===== src/rtl/ecc_sed_pkg.sv =====
// ecc_sed_pkg
// Shared definitions for the single-error-detect (SED) parity path.
// The encoder and the decoder both use these, so that the parity
// definition exists in one place only.
//   SED_DATA_W / SED_CW_W : default payload and codeword widths
//   sed_state_e           : alarm FSM states
//   sed_parity()          : even-parity bit of a payload (XOR-reduce)
package ecc_sed_pkg;

    localparam int SED_DATA_W = 12;
    localparam int SED_CW_W   = SED_DATA_W + 1;

    typedef enum logic [1:0] {
        SED_OK,
        SED_RUN,
        SED_ALARM
    } sed_state_e;

    // Every payload bit takes part in the XOR. The encoder appends this
    // bit, so that a good codeword XORs to zero.
    function automatic logic sed_parity(input logic [SED_DATA_W-1:0] data);
        return ^data;
    endfunction

endpackage


===== src/rtl/ecc_sed_err_stats.sv =====
// ecc_sed_err_stats
// Link-health statistics for the SED decoder: a saturating error counter,
// a sticky error flag and a consecutive-error alarm FSM.
// Ports:
//   clk, rst     : clock, asynchronous active-high reset
//   err_pulse    : the word presented this cycle failed parity
//   word_pulse   : a valid word is presented this cycle
//   clr          : synchronous clear; it wins over a same-cycle error
//   err_count    : number of errored words, saturating at all ones
//   err_sticky   : set on any error, held until clr
//   alarm        : ALARM_THRESH consecutive errored words were seen
module ecc_sed_err_stats
    import ecc_sed_pkg::*;
#(
    parameter int CNT_W        = 16,
    parameter int ALARM_THRESH = 4
) (
    input  logic             clk,
    input  logic             rst,
    input  logic             err_pulse,
    input  logic             word_pulse,
    input  logic             clr,
    output logic [CNT_W-1:0] err_count,
    output logic             err_sticky,
    output logic             alarm
);

    localparam logic [7:0] THRESH = 8'(ALARM_THRESH);

    sed_state_e       state_reg;
    logic [7:0]       run_reg;
    logic [CNT_W-1:0] count_reg;
    logic             sticky_reg;
    logic             alarm_reg;

    logic bad_word;
    assign bad_word = word_pulse & err_pulse;

    always_ff @(posedge clk or posedge rst) begin
        if (rst) begin
            state_reg  <= SED_OK;
            run_reg    <= '0;
            count_reg  <= '0;
            sticky_reg <= 1'b0;
            alarm_reg  <= 1'b0;
        end else if (clr) begin
            // The word arriving with clr is deliberately not counted.
            state_reg  <= SED_OK;
            run_reg    <= '0;
            count_reg  <= '0;
            sticky_reg <= 1'b0;
            alarm_reg  <= 1'b0;
        end else begin
            if (bad_word) begin
                if (count_reg != {CNT_W{1'b1}}) begin
                    count_reg <= count_reg + CNT_W'(1);
                end
                sticky_reg <= 1'b1;
            end

            case (state_reg)
                SED_OK: begin
                    if (bad_word) begin
                        run_reg <= 8'd1;
                        if (THRESH == 8'd1) begin
                            state_reg <= SED_ALARM;
                            alarm_reg <= 1'b1;
                        end else begin
                            state_reg <= SED_RUN;
                        end
                    end
                end
                SED_RUN: begin
                    // Idle cycles leave the run intact. Only a clean valid
                    // word breaks it.
                    if (word_pulse) begin
                        if (err_pulse) begin
                            run_reg <= run_reg + 8'd1;
                            if (run_reg + 8'd1 == THRESH) begin
                                state_reg <= SED_ALARM;
                                alarm_reg <= 1'b1;
                            end
                        end else begin
                            state_reg <= SED_OK;
                            run_reg   <= '0;
                        end
                    end
                end
                SED_ALARM: begin
                    // The alarm latches. Only clr or reset releases it.
                    alarm_reg <= 1'b1;
                end
                default: begin
                    state_reg <= SED_OK;
                    run_reg   <= '0;
                    alarm_reg <= 1'b0;
                end
            endcase
        end
    end

    assign err_count  = count_reg;
    assign err_sticky = sticky_reg;
    assign alarm      = alarm_reg;

endmodule


===== src/rtl/ecc_sed_decoder.sv =====
// ecc_sed_decoder
// Receive side of the SED parity path. It checks the even parity of each
// codeword and forwards the data uncorrected, with a per-word error flag,
// one cycle later. It also keeps link-health statistics.
// Ports:
//   clk, rst      : clock, asynchronous active-high reset
//   enc_valid     : codeword valid this cycle
//   enc_codeword  : {parity, data}, DATA_W+1 bits
//   clr_stats     : synchronous clear of the counter, sticky flag and alarm
//   data_valid    : registered enc_valid
//   data          : registered data field; holds while idle
//   parity_err    : the word on data failed parity; holds while idle
//   err_count     : saturating count of errored words
//   err_sticky    : set on any error until clr_stats
//   alarm         : consecutive-error alarm
module ecc_sed_decoder
    import ecc_sed_pkg::*;
#(
    parameter int DATA_W       = 12,
    parameter int CNT_W        = 16,
    parameter int ALARM_THRESH = 4
) (
    input  logic              clk,
    input  logic              rst,
    input  logic              enc_valid,
    input  logic [DATA_W:0]   enc_codeword,
    input  logic              clr_stats,
    output logic              data_valid,
    output logic [DATA_W-1:0] data,
    output logic              parity_err,
    output logic [CNT_W-1:0]  err_count,
    output logic              err_sticky,
    output logic              alarm
);

    logic syndrome;

    // At the default width, use the shared package function so that the
    // decoder and the encoder cannot drift apart. Other widths use a plain
    // XOR-reduce, which is the same definition.
    generate
        if (DATA_W == SED_DATA_W) begin : g_pkg_parity
            assign syndrome = sed_parity(enc_codeword[DATA_W-1:0]) ^ enc_codeword[DATA_W];
        end else begin : g_generic_parity
            assign syndrome = ^enc_codeword;
        end
    endgenerate

    logic              data_valid_reg;
    logic [DATA_W-1:0] data_reg;
    logic              parity_err_reg;

    always_ff @(posedge clk or posedge rst) begin
        if (rst) begin
            data_valid_reg <= 1'b0;
            data_reg       <= '0;
            parity_err_reg <= 1'b0;
        end else begin
            data_valid_reg <= enc_valid;
            if (enc_valid) begin
                data_reg       <= enc_codeword[DATA_W-1:0];
                parity_err_reg <= syndrome;
            end
        end
    end

    // The statistics registers update on the same edge as parity_err, so
    // they already include the word that data_valid shows.
    ecc_sed_err_stats #(
        .CNT_W       (CNT_W),
        .ALARM_THRESH(ALARM_THRESH)
    ) u_stats (
        .clk        (clk),
        .rst        (rst),
        .err_pulse  (enc_valid & syndrome),
        .word_pulse (enc_valid),
        .clr        (clr_stats),
        .err_count  (err_count),
        .err_sticky (err_sticky),
        .alarm      (alarm)
    );

    assign data_valid = data_valid_reg;
    assign data       = data_reg;
    assign parity_err = parity_err_reg;

endmodule


===== config.mk =====
export PLATFORM = sky130hd
export DESIGN_NAME = ecc_sed_decoder
export DESIGN_NICKNAME = d
export VERILOG_FILES = /design/src/rtl/ecc_sed_pkg.sv /design/src/rtl/ecc_sed_err_stats.sv /design/src/rtl/ecc_sed_decoder.sv
export SDC_FILE = /design/constraint.sdc
export NUM_CORES = 1
export LEC_CHECK = 0
export CELL_PAD_IN_SITES_DETAIL_PLACEMENT = 1
export CELL_PAD_IN_SITES_GLOBAL_PLACEMENT = 1
export CORE_AREA = 2 2 80 82
export DETAILED_ROUTE_END_ITERATION = 12
export DIE_AREA = 0 0 82 84
export GPL_ROUTABILITY_DRIVEN = 0
export PLACE_DENSITY_LB_ADDON = 0.1
export SLEW_MARGIN = 5
export SYNTH_ARGS = -nofsm -noshare
export SYNTH_HDL_FRONTEND = slang
export SYNTH_SLANG_ARGS = --single-unit

===== constraint.sdc =====
create_clock -name clk -period 2.32 [get_ports clk]
set_input_delay 0.348 -clock clk [delete_from_list [all_inputs] [get_ports clk]]
set_output_delay 0.348 -clock clk [all_outputs]
set_load 0.005 [all_outputs]

==> impl_table.tex, run 1 <==
\begin{tabular}{lr}
\hline
Metric & Value \\
\hline
\multicolumn{2}{l}{\textbf{Status}} \\
\quad Run status & completed \\
\multicolumn{2}{l}{\textbf{GRT}} \\
\quad Via count of the first global-routing pass & about 1.9k \\
\quad Global-route congestion overflow total & 0 \\
\quad Antenna violations before repair & 0 \\
\quad Global Route Usage Sum & 17.7\% \\
\quad Wire length of the first global-routing pass & 9460 um \\
\quad Pin count of the biggest net entering global routing & 26 \\
\multicolumn{2}{l}{\textbf{Power and ir drop}} \\
\quad Cell Pwr Density & 637 mW/mm\^{}2 \\
\quad Share of total power consumed by net switching & 30.6\% \\
\quad Clock power share & between 20\% and 30\% \\
\quad Maximum vdd ir drop & 293 uV \\
\quad LEAKAGE & $\sim$1.3 nW \\
\quad Switching pwr & 598 uW \\
\quad Share of power burned in combinational logic & roughly a third \\
\quad Cell internal pwr & 1.36 mW \\
\quad Relative contribution of sequential cells to total power & 42.5\% \\
\multicolumn{2}{l}{\textbf{STA}} \\
\quad Setup violation total in the final timing report & 0 \\
\quad Headroom to the max-slew limit & 54.2\% \\
\quad WHS & 0.378 ns \\
\quad Share of the cycle needed by the critical path after routing & between 90 and 100\% \\
\quad Max Clk Rate & approximately 0.45 GHz \\
\quad Unrepaired setup endpoints after global routing & false \\
\quad Tightest Pin Transition & 0.682 ns \\
\quad Count of pins over their slew limit & 0 \\
\quad Minimum period implied by the final worst setup slack & 2.22 ns \\
\quad Hold Fails Final Rpt & 0 \\
\quad Skew final & 0.00561 ns \\
\multicolumn{2}{l}{\textbf{Critical path}} \\
\quad CP Capture Type & flip-flop \\
\quad Number of cells on the worst reg-to-reg path & 7 \\
\quad Capture point of the worst reg-to-reg path & u\_stats.alarm \\
\quad Worst setup path endpoint & u\_stats.err\_count[15] \\
\quad Largest fanout on the critical path & 8 \\
\quad Crit start category & input pin \\
\quad Critical Path Start & enc\_codeword[7] \\
\quad Critical register-to-register path startpoint & u\_stats.run\_reg[0] \\
\quad Reg2Reg Setup Slack & 0.22 ns \\
\quad Worst setup path category & in2reg \\
\quad Arrival time worst endpoint & approximately 2.4 ns \\
\quad Required @ worst endpoint & around 2.5 ns \\
\multicolumn{2}{l}{\textbf{Drt}} \\
\quad Drt pass-1 iters & 6 \\
\quad Initial DRC count & between 100 and 150 \\
\quad Number of design rule violations left after detail routing & 0 \\
\quad Detail Route Antenna Nets & 0 \\
\quad Vias per cell & 5.25 \\
\quad Vias post-DR & 1869 \\
\quad Routed WL & 5620 um \\
\quad Drt wl/cell & 15.8 um \\
\multicolumn{2}{l}{\textbf{Cells and area}} \\
\quad Combined area of the multi-input logic cells & 0.00117 sq mm \\
\quad Layout cell share with drive strength beyond 1 & about 18\% \\
\quad Number of flip-flops under the largest register name & 16 \\
\quad Diodes inserted & 0 \\
\quad Filler Cells Inserted & around 700 \\
\quad Final layout net count & about 300 \\
\quad Layout area overhead & 35.6\% \\
\quad Sequential standard cell area & 0.00105 sq mm \\
\quad Number of non-filler instances in the completed layout & between 300 and 400 \\
\multicolumn{2}{l}{\textbf{Synth}} \\
\quad Area of the mapped netlist & 0.00226 sq mm \\
\quad Fraction of registers with async set or reset after synthesis & 100\% \\
\quad Yosys warnings & 0 \\
\quad Mapped Nets & around 240 \\
\quad Most used flip-flop cell after synthesis & sky130\_fd\_sc\_hd\_\_dfrtp\_1 \\
\quad Area share of the largest cell type after synthesis & 46.5\% \\
\quad Cell variety after synth & 45 \\
\quad Mean instance size in the synthesized netlist & between 10 and 15 sq um \\
\quad Gate count of the mapped netlist & 214 \\
\quad Synth top area cells & sky130\_fd\_sc\_hd\_\_dfrtp\_1 (46\%), sky130\_fd\_sc\_hd\_\_mux2\_2 (8.0\%), sky130\_fd\_sc\_hd\_\_ha\_1 (3.3\%) \\
\quad Flops \& latches, synth & 42 \\
\quad Cell type contributing the most total cell area after synthesis & sky130\_fd\_sc\_hd\_\_dfrtp\_1 \\
\quad EDFF count, synth & 0 \\
\quad Seq/Total Area, Yosys & between 40\% and 50\% \\
\multicolumn{2}{l}{\textbf{Place}} \\
\quad Placed cell count & 348 \\
\quad Post-DP HPWL & $\sim$4100 um \\
\quad Number of port buffers & 48 \\
\multicolumn{2}{l}{\textbf{Floorplanning}} \\
\quad Area enclosed by the die boundary & around 0.0069 sq mm \\
\quad Die Y-Extent & 84 um \\
\quad Die boundary width & 82 um \\
\quad Standard-cell row count & 29 \\
\quad Number of ports placed on the die boundary & 49 \\
\quad Initial Util & 37.1\% \\
\quad Core outline area & approximately 0.006 sq mm \\
\multicolumn{2}{l}{\textbf{Clock tree}} \\
\quad H-tree level count & 2 \\
\quad CTS tree & done \\
\quad Count of clock tree sinks & 42 \\
\quad Number of hold-repair buffers added at the cts stage & 0 \\
\quad TritonCTS Buffers & 5 \\
\quad Clock-pin slew reported for the worst setup and hold paths after clock tree synthesis & 0.08 ns \\
\quad Buffer depth of the longest clock path & 2 \\
\quad Clk Tree Root Cell & sky130\_fd\_sc\_hd\_\_clkbuf\_8 \\
\quad Clk\_lat worst skew & $\sim$0.30 ns \\
\multicolumn{2}{l}{\textbf{Min path}} \\
\quad Worst min path class & in2async \\
\multicolumn{2}{l}{\textbf{Flow run}} \\
\quad Count of max-cap constraint violations & 0 \\
\hline
\end{tabular}
-- metal layers --
metal	share of wire, %	track usage, %	vias up
met1	48	25.2	941
met3	3.8	5.30	4
li1	-	-	894
met4	0.64	3.64	0
met2	48	26.8	30
met5	0	0	-
-- cell type report --
cell class | instances | share of cell area [%]
flip-flops and latches | 42 | 34.3
clock buffers | 7 | 2.49
inverters | 9 | 1.10
multi-input cells | 155 | 38.1
well taps | 77 | 3.14
repair buffers | 66 | 20.9
-- Yosys cell counts (2+ instances only) --
library cell,count
sky130_fd_sc_hd__clkbuf_1,6
sky130_fd_sc_hd__xnor3_2,2
sky130_fd_sc_hd__mux2i_1,2
sky130_fd_sc_hd__ha_1,6
sky130_fd_sc_hd__nand3_1,12
sky130_fd_sc_hd__xnor2_1,6
sky130_fd_sc_hd__nor3_1,2
sky130_fd_sc_hd__mux2_2,16
sky130_fd_sc_hd__a22o_1,2
sky130_fd_sc_hd__nor2b_1,5
sky130_fd_sc_hd__inv_1,9
sky130_fd_sc_hd__o21ai_0,10
sky130_fd_sc_hd__dfrtp_1,42
sky130_fd_sc_hd__nand4_1,7
sky130_fd_sc_hd__and3_1,3
sky130_fd_sc_hd__or2_2,2
sky130_fd_sc_hd__o31ai_1,2
sky130_fd_sc_hd__a21oi_1,10
sky130_fd_sc_hd__o2bb2ai_1,3
sky130_fd_sc_hd__nor2_1,19
sky130_fd_sc_hd__nand2_1,8
sky130_fd_sc_hd__xor2_1,6
sky130_fd_sc_hd__or3_1,5
sky130_fd_sc_hd__nand2b_1,8
-- power groups by stage --
stage                     logic, mW  registers [mW]  clock network [mW]
final                         0.671           0.831               0.454
after global routing          0.742           0.841               0.502
after CTS                     0.673           0.833               0.472
after detailed placement      0.645           0.845                   0
after global placement        0.632           0.843                   0
after floorplan               0.344           0.850                   0
-- critical path, stage by stage --
cell and delay, ns:
sky130_fd_sc_hd__dlygate4sd2_1 0.26, sky130_fd_sc_hd__xnor3_1 0.33, sky130_fd_sc_hd__xnor3_2 0.45, sky130_fd_sc_hd__xnor2_4 0.16, sky130_fd_sc_hd__buf_6 0.15, sky130_fd_sc_hd__o211a_1 0.18, sky130_fd_sc_hd__and4_1 0.23, sky130_fd_sc_hd__mux2_4 0.30
-- worst min path at each step --
stage / to / slack [ns] / cells after the start
final: data[0] / 0.38 / 2
after global routing: data[0] / 0.41 / 2
after CTS: data[0] / 0.40 / 2
after detailed placement: data[8] / 0.50 / 1
after global placement: data[7] / 0.49 / 1
after floorplan: data_valid / 0.38 / 0
-- cell families (layout without fill, tap and decap cells) --
group           count (synthesis)  in the layout  share of synthesized area (%)
simple gates                   77             77                           18.1
flops                          42             42                           46.5
compound gates                 38             38                           11.2
mux                            18             18                           8.85
buf+inv                        17             82                           3.04
xor+xnor                       16             16                           8.96
fa+ha+maj                       6              6                           3.32
-- cells in the final DEF, fill, tap and decap left out, drive strengths merged, types with 5 or more instances in the layout --
cell type      instances
inv                    8
o21ai                 10
xnor2                  7
ha                     6
nand2                  8
or3                    5
nor2                  19
a21oi                 10
mux2                  16
xor2                   6
nand3                 12
nand2b                 8
clkbuf                 7
clkdlybuf4s50         40
nor2b                  5
dlymetal6s2s           5
buf                   18
dfrtp                 42
nand4                  7
-- through the flow --
| stage | utilization, % | power [mW] | instance area, sq um | setup slack, ns | setup TNS (ns) |
|---|---|---|---|---|---|
| floorplan | - | 1.19 | 2260 | 0.314 | 0 |
| global placement | 48.3 | 1.48 | 2940 | -0.312 | -5.09 |
| detailed placement | 48.3 | 1.49 | 2940 | -0.349 | -5.59 |
| CTS | 49.7 | 1.98 | 3030 | 0.0212 | 0 |
| global route | 50.3 | 2.09 | 3070 | 0.00520 | 0 |
| finish | 50.3 | 1.96 | 3070 | 0.0991 | 0 |
-- repair_timing --
item / CTS / global route
setup endpoints to repair: 4 / 16
setup buffers: 1 / 0
resized for setup: 4 / 10
pin swaps: 4 / 6
(Power assumes the default switching activity.)
==> run 2, diff against run 1 <==
CORE_AREA = 2 2 72 74   (was 2 2 80 82)
DIE_AREA = 0 0 74 76   (was 0 0 82 84)
DONT_BUFFER_PORTS = 1   (was default)
==> impl_table.tex, run 2 (synthesized netlist as in run 1, its figures left out) <==
\begin{tabular}{lr}
\hline
Metric & Value \\
\hline
\multicolumn{2}{l}{\textbf{Drt}} \\
\quad Vias per cell & 5.52 \\
\quad Number of design rule violations left after detail routing & 0 \\
\quad Routed WL & 5050 um \\
\quad Vias post-DR & 1640 \\
\quad Initial DRC count & 37 \\
\quad Detail Route Antenna Nets & 0 \\
\quad Drt pass-1 iters & 4 \\
\quad Drt wl/cell & 17.0 um \\
\multicolumn{2}{l}{\textbf{Floorplanning}} \\
\quad Die Y-Extent & 76 um \\
\quad Area enclosed by the die boundary & 0.00562 sq mm \\
\quad Number of ports placed on the die boundary & 49 \\
\quad Standard-cell row count & 26 \\
\quad Initial Util & 46.1\% \\
\quad Die boundary width & $\sim$74 um \\
\quad Core outline area & 0.00491 sq mm \\
\multicolumn{2}{l}{\textbf{Status}} \\
\quad Run status & finished with violations \\
\quad Failing checks & negative hold slack \\
\multicolumn{2}{l}{\textbf{Clock tree}} \\
\quad Clock-pin slew reported for the worst setup and hold paths after clock tree synthesis & approximately 0.09 ns \\
\quad Buffer depth of the longest clock path & 2 \\
\quad TritonCTS Buffers & 5 \\
\quad Clk\_lat worst skew & 0.30 ns \\
\quad Clk Tree Root Cell & sky130\_fd\_sc\_hd\_\_clkbuf\_8 \\
\quad Count of clock tree sinks & 42 \\
\quad Number of hold-repair buffers added at the cts stage & 0 \\
\quad H-tree level count & 2 \\
\quad CTS tree & done \\
\multicolumn{2}{l}{\textbf{STA}} \\
\quad Final worst-path setup slack & 0.197 ns \\
\quad Unrepaired setup endpoints after global routing & false \\
\quad Max Clk Rate & 0.471 GHz \\
\quad Count of pins over their slew limit & 0 \\
\quad Skew final & roughly 0.0080 ns \\
\quad Setup violation total in the final timing report & 0 \\
\quad Hold Fails Final Rpt & 7 \\
\quad Tightest Pin Transition & between 0.5 and 0.6 ns \\
\quad WHS & -0.00795 ns \\
\quad Headroom to the max-slew limit & a little over 60\% \\
\quad Share of the cycle needed by the critical path after routing & 91.5\% \\
\quad Setup\_tns & 0 ns \\
\quad Minimum period implied by the final worst setup slack & 2.12 ns \\
\multicolumn{2}{l}{\textbf{Cells and area}} \\
\quad Sequential standard cell area & between 0.001 and 0.0015 sq mm \\
\quad Layout Utilization & 51.7\% \\
\quad Number of flip-flops under the largest register name & 16 \\
\quad Combined area of the multi-input logic cells & 0.00114 sq mm \\
\quad Filler Cells Inserted & 535 \\
\quad Final layout net count & 249 \\
\quad Layout area overhead & 12.2\% \\
\quad Non-Filler Cell Area, Final & 0.00254 sq mm \\
\quad Most common library cell in the layout ignoring fill and taps & sky130\_fd\_sc\_hd\_\_dfrtp\_1 \\
\quad Number of non-filler instances in the completed layout & roughly 300 \\
\quad Top library cells by usage in the layout, fill and taps aside & sky130\_fd\_sc\_hd\_\_dfrtp\_1 (42), sky130\_fd\_sc\_hd\_\_nor2\_1 (19), sky130\_fd\_sc\_hd\_\_mux2\_2 (16), sky130\_fd\_sc\_hd\_\_nand3\_1 (12), sky130\_fd\_sc\_hd\_\_buf\_4 (12) \\
\quad Diodes inserted & 0 \\
\quad Layout cell share with drive strength beyond 1 & between 10\% and 20\% \\
\multicolumn{2}{l}{\textbf{Critical path}} \\
\quad CP Capture Type & flip-flop \\
\quad Required @ worst endpoint & 2.53 ns \\
\quad Buf+Inv Stages, Crit Path & 0 \\
\quad Stage delay of the slowest cell on the critical path & 0.39 ns \\
\quad Critical register-to-register path startpoint & u\_stats.run\_reg[0] \\
\quad Capture point of the worst reg-to-reg path & u\_stats.alarm \\
\quad Critical Path Stages & 7 \\
\quad Worst setup path category & reg2reg \\
\quad Number of cells on the worst reg-to-reg path & 7 \\
\quad Cells traversed along the worst timing path & ha\_1 -> nand2b\_1 -> o32a\_1 -> nor3\_1 -> nand3\_1 -> a21oi\_1 -> mux2i\_1 \\
\quad Crit start category & flip-flop \\
\quad Reg2Reg Setup Slack & 0.20 ns \\
\quad Worst setup path endpoint & u\_stats.alarm \\
\quad Worst path top cell family by delay & simple AND/OR/NAND/NOR gates \\
\quad Largest fanout on the critical path & 4 \\
\quad Arrival time worst endpoint & 2.33 ns \\
\quad Slowest cell on crit path & sky130\_fd\_sc\_hd\_\_dfrtp\_1 \\
\quad Critical Path Start & u\_stats.run\_reg[0] \\
\multicolumn{2}{l}{\textbf{GRT}} \\
\quad Via count of the first global-routing pass & about 1.9k \\
\quad Antenna violations before repair & 0 \\
\quad Pin count of the biggest net entering global routing & 30 \\
\quad Global Route Usage Sum & 19.7\% \\
\quad Global-route congestion overflow total & 0 \\
\quad Wire length of the first global-routing pass & just under 9000 um \\
\multicolumn{2}{l}{\textbf{Place}} \\
\quad Post-DP HPWL & 3640 um \\
\quad Placed cell count & 286 \\
\quad Setup WS pre-CTS & $\sim$0.014 ns \\
\quad Number of port buffers & 0 \\
\quad Area after DPL & around 0.0024 sq mm \\
\multicolumn{2}{l}{\textbf{Min path}} \\
\quad Worst min path class & in2async \\
\multicolumn{2}{l}{\textbf{Flow run}} \\
\quad Count of max-cap constraint violations & 0 \\
\multicolumn{2}{l}{\textbf{Power and ir drop}} \\
\quad Share of total power consumed by net switching & between 20 and 30\% \\
\quad Share of power burned in combinational logic & 25.1\% \\
\quad Switching pwr & approximately 570 uW \\
\quad Maximum vdd ir drop & approximately 400 uV \\
\quad Cell internal pwr & 1.34 mW \\
\quad Total chip power & 1.91 mW \\
\quad Cell Pwr Density & 753 mW/mm\^{}2 \\
\quad Relative contribution of sequential cells to total power & about 44\% \\
\quad Clock power share & 30.8\% \\
\quad LEAKAGE & 1.08 nW \\
\hline
\end{tabular}
==> run 2: worst min-delay path by stage <==
stage / slack [ns] / cells past startpoint / endpoint
final: -0.008 / 1 / data_valid
after detailed placement: 0.34 / 1 / u_stats.run_reg[7]
after floorplan: 0.38 / 0 / data_valid
after global routing: 0.02 / 1 / data_valid
after CTS: 0.009 / 1 / data_valid
after global placement: 0.32 / 1 / data_valid
==> run 2: layout make-up <==
type,count,share of cell area [%]
multi-input combinational,155,45.0
sequential,42,41.4
timing repair buffer,13,4.34
tap,70,3.45
clock buffer,5,2.71
clock inverter,3,1.77
inverter,9,1.33
==> run 2: timing repair <==
| action | CTS | global route |
|---|---|---|
| endpoints found under the setup margin | 0 | 4 |
| buffers inserted | 0 | 3 |
| resized for setup | 0 | 0 |
==> run 2: layer usage <==
layer | part of all wire [%] | global-route usage [%] | vias up | wire length [um]
met3 | 5.0 | 5.42 | 4 | 251
met2 | 50 | 31.3 | 31 | 2530
met5 | 0 | 0 | - | 0
met1 | 44 | 26.5 | 826 | 2230
met4 | 0.77 | 5.09 | 0 | 39
li1 | - | - | 779 | -
==> run 2: power groups by stage <==
stage,logic [mW],registers [mW],clock network (mW)
detailed placement,0.452,0.859,0
global placement,0.426,0.856,0
CTS,0.458,0.845,0.610
global route,0.530,0.853,0.641
finish,0.480,0.843,0.588
floorplan,0.344,0.850,0
==> run 2: worst register-to-register path, cell delays in order, from the launching register on <==
cell and delay (ns):
sky130_fd_sc_hd__dfrtp_1 0.39, sky130_fd_sc_hd__ha_1 0.24, sky130_fd_sc_hd__nand2b_1 0.15, sky130_fd_sc_hd__o32a_1 0.36, sky130_fd_sc_hd__nor3_1 0.33, sky130_fd_sc_hd__nand3_1 0.14, sky130_fd_sc_hd__a21oi_1 0.22, sky130_fd_sc_hd__mux2i_1 0.22
==> run 3, diff against run 2 <==
TNS_END_PERCENT = 20   (was default)
==> results of run 3 <==
Final layout, timing and power as in run 2 (identical DEF).
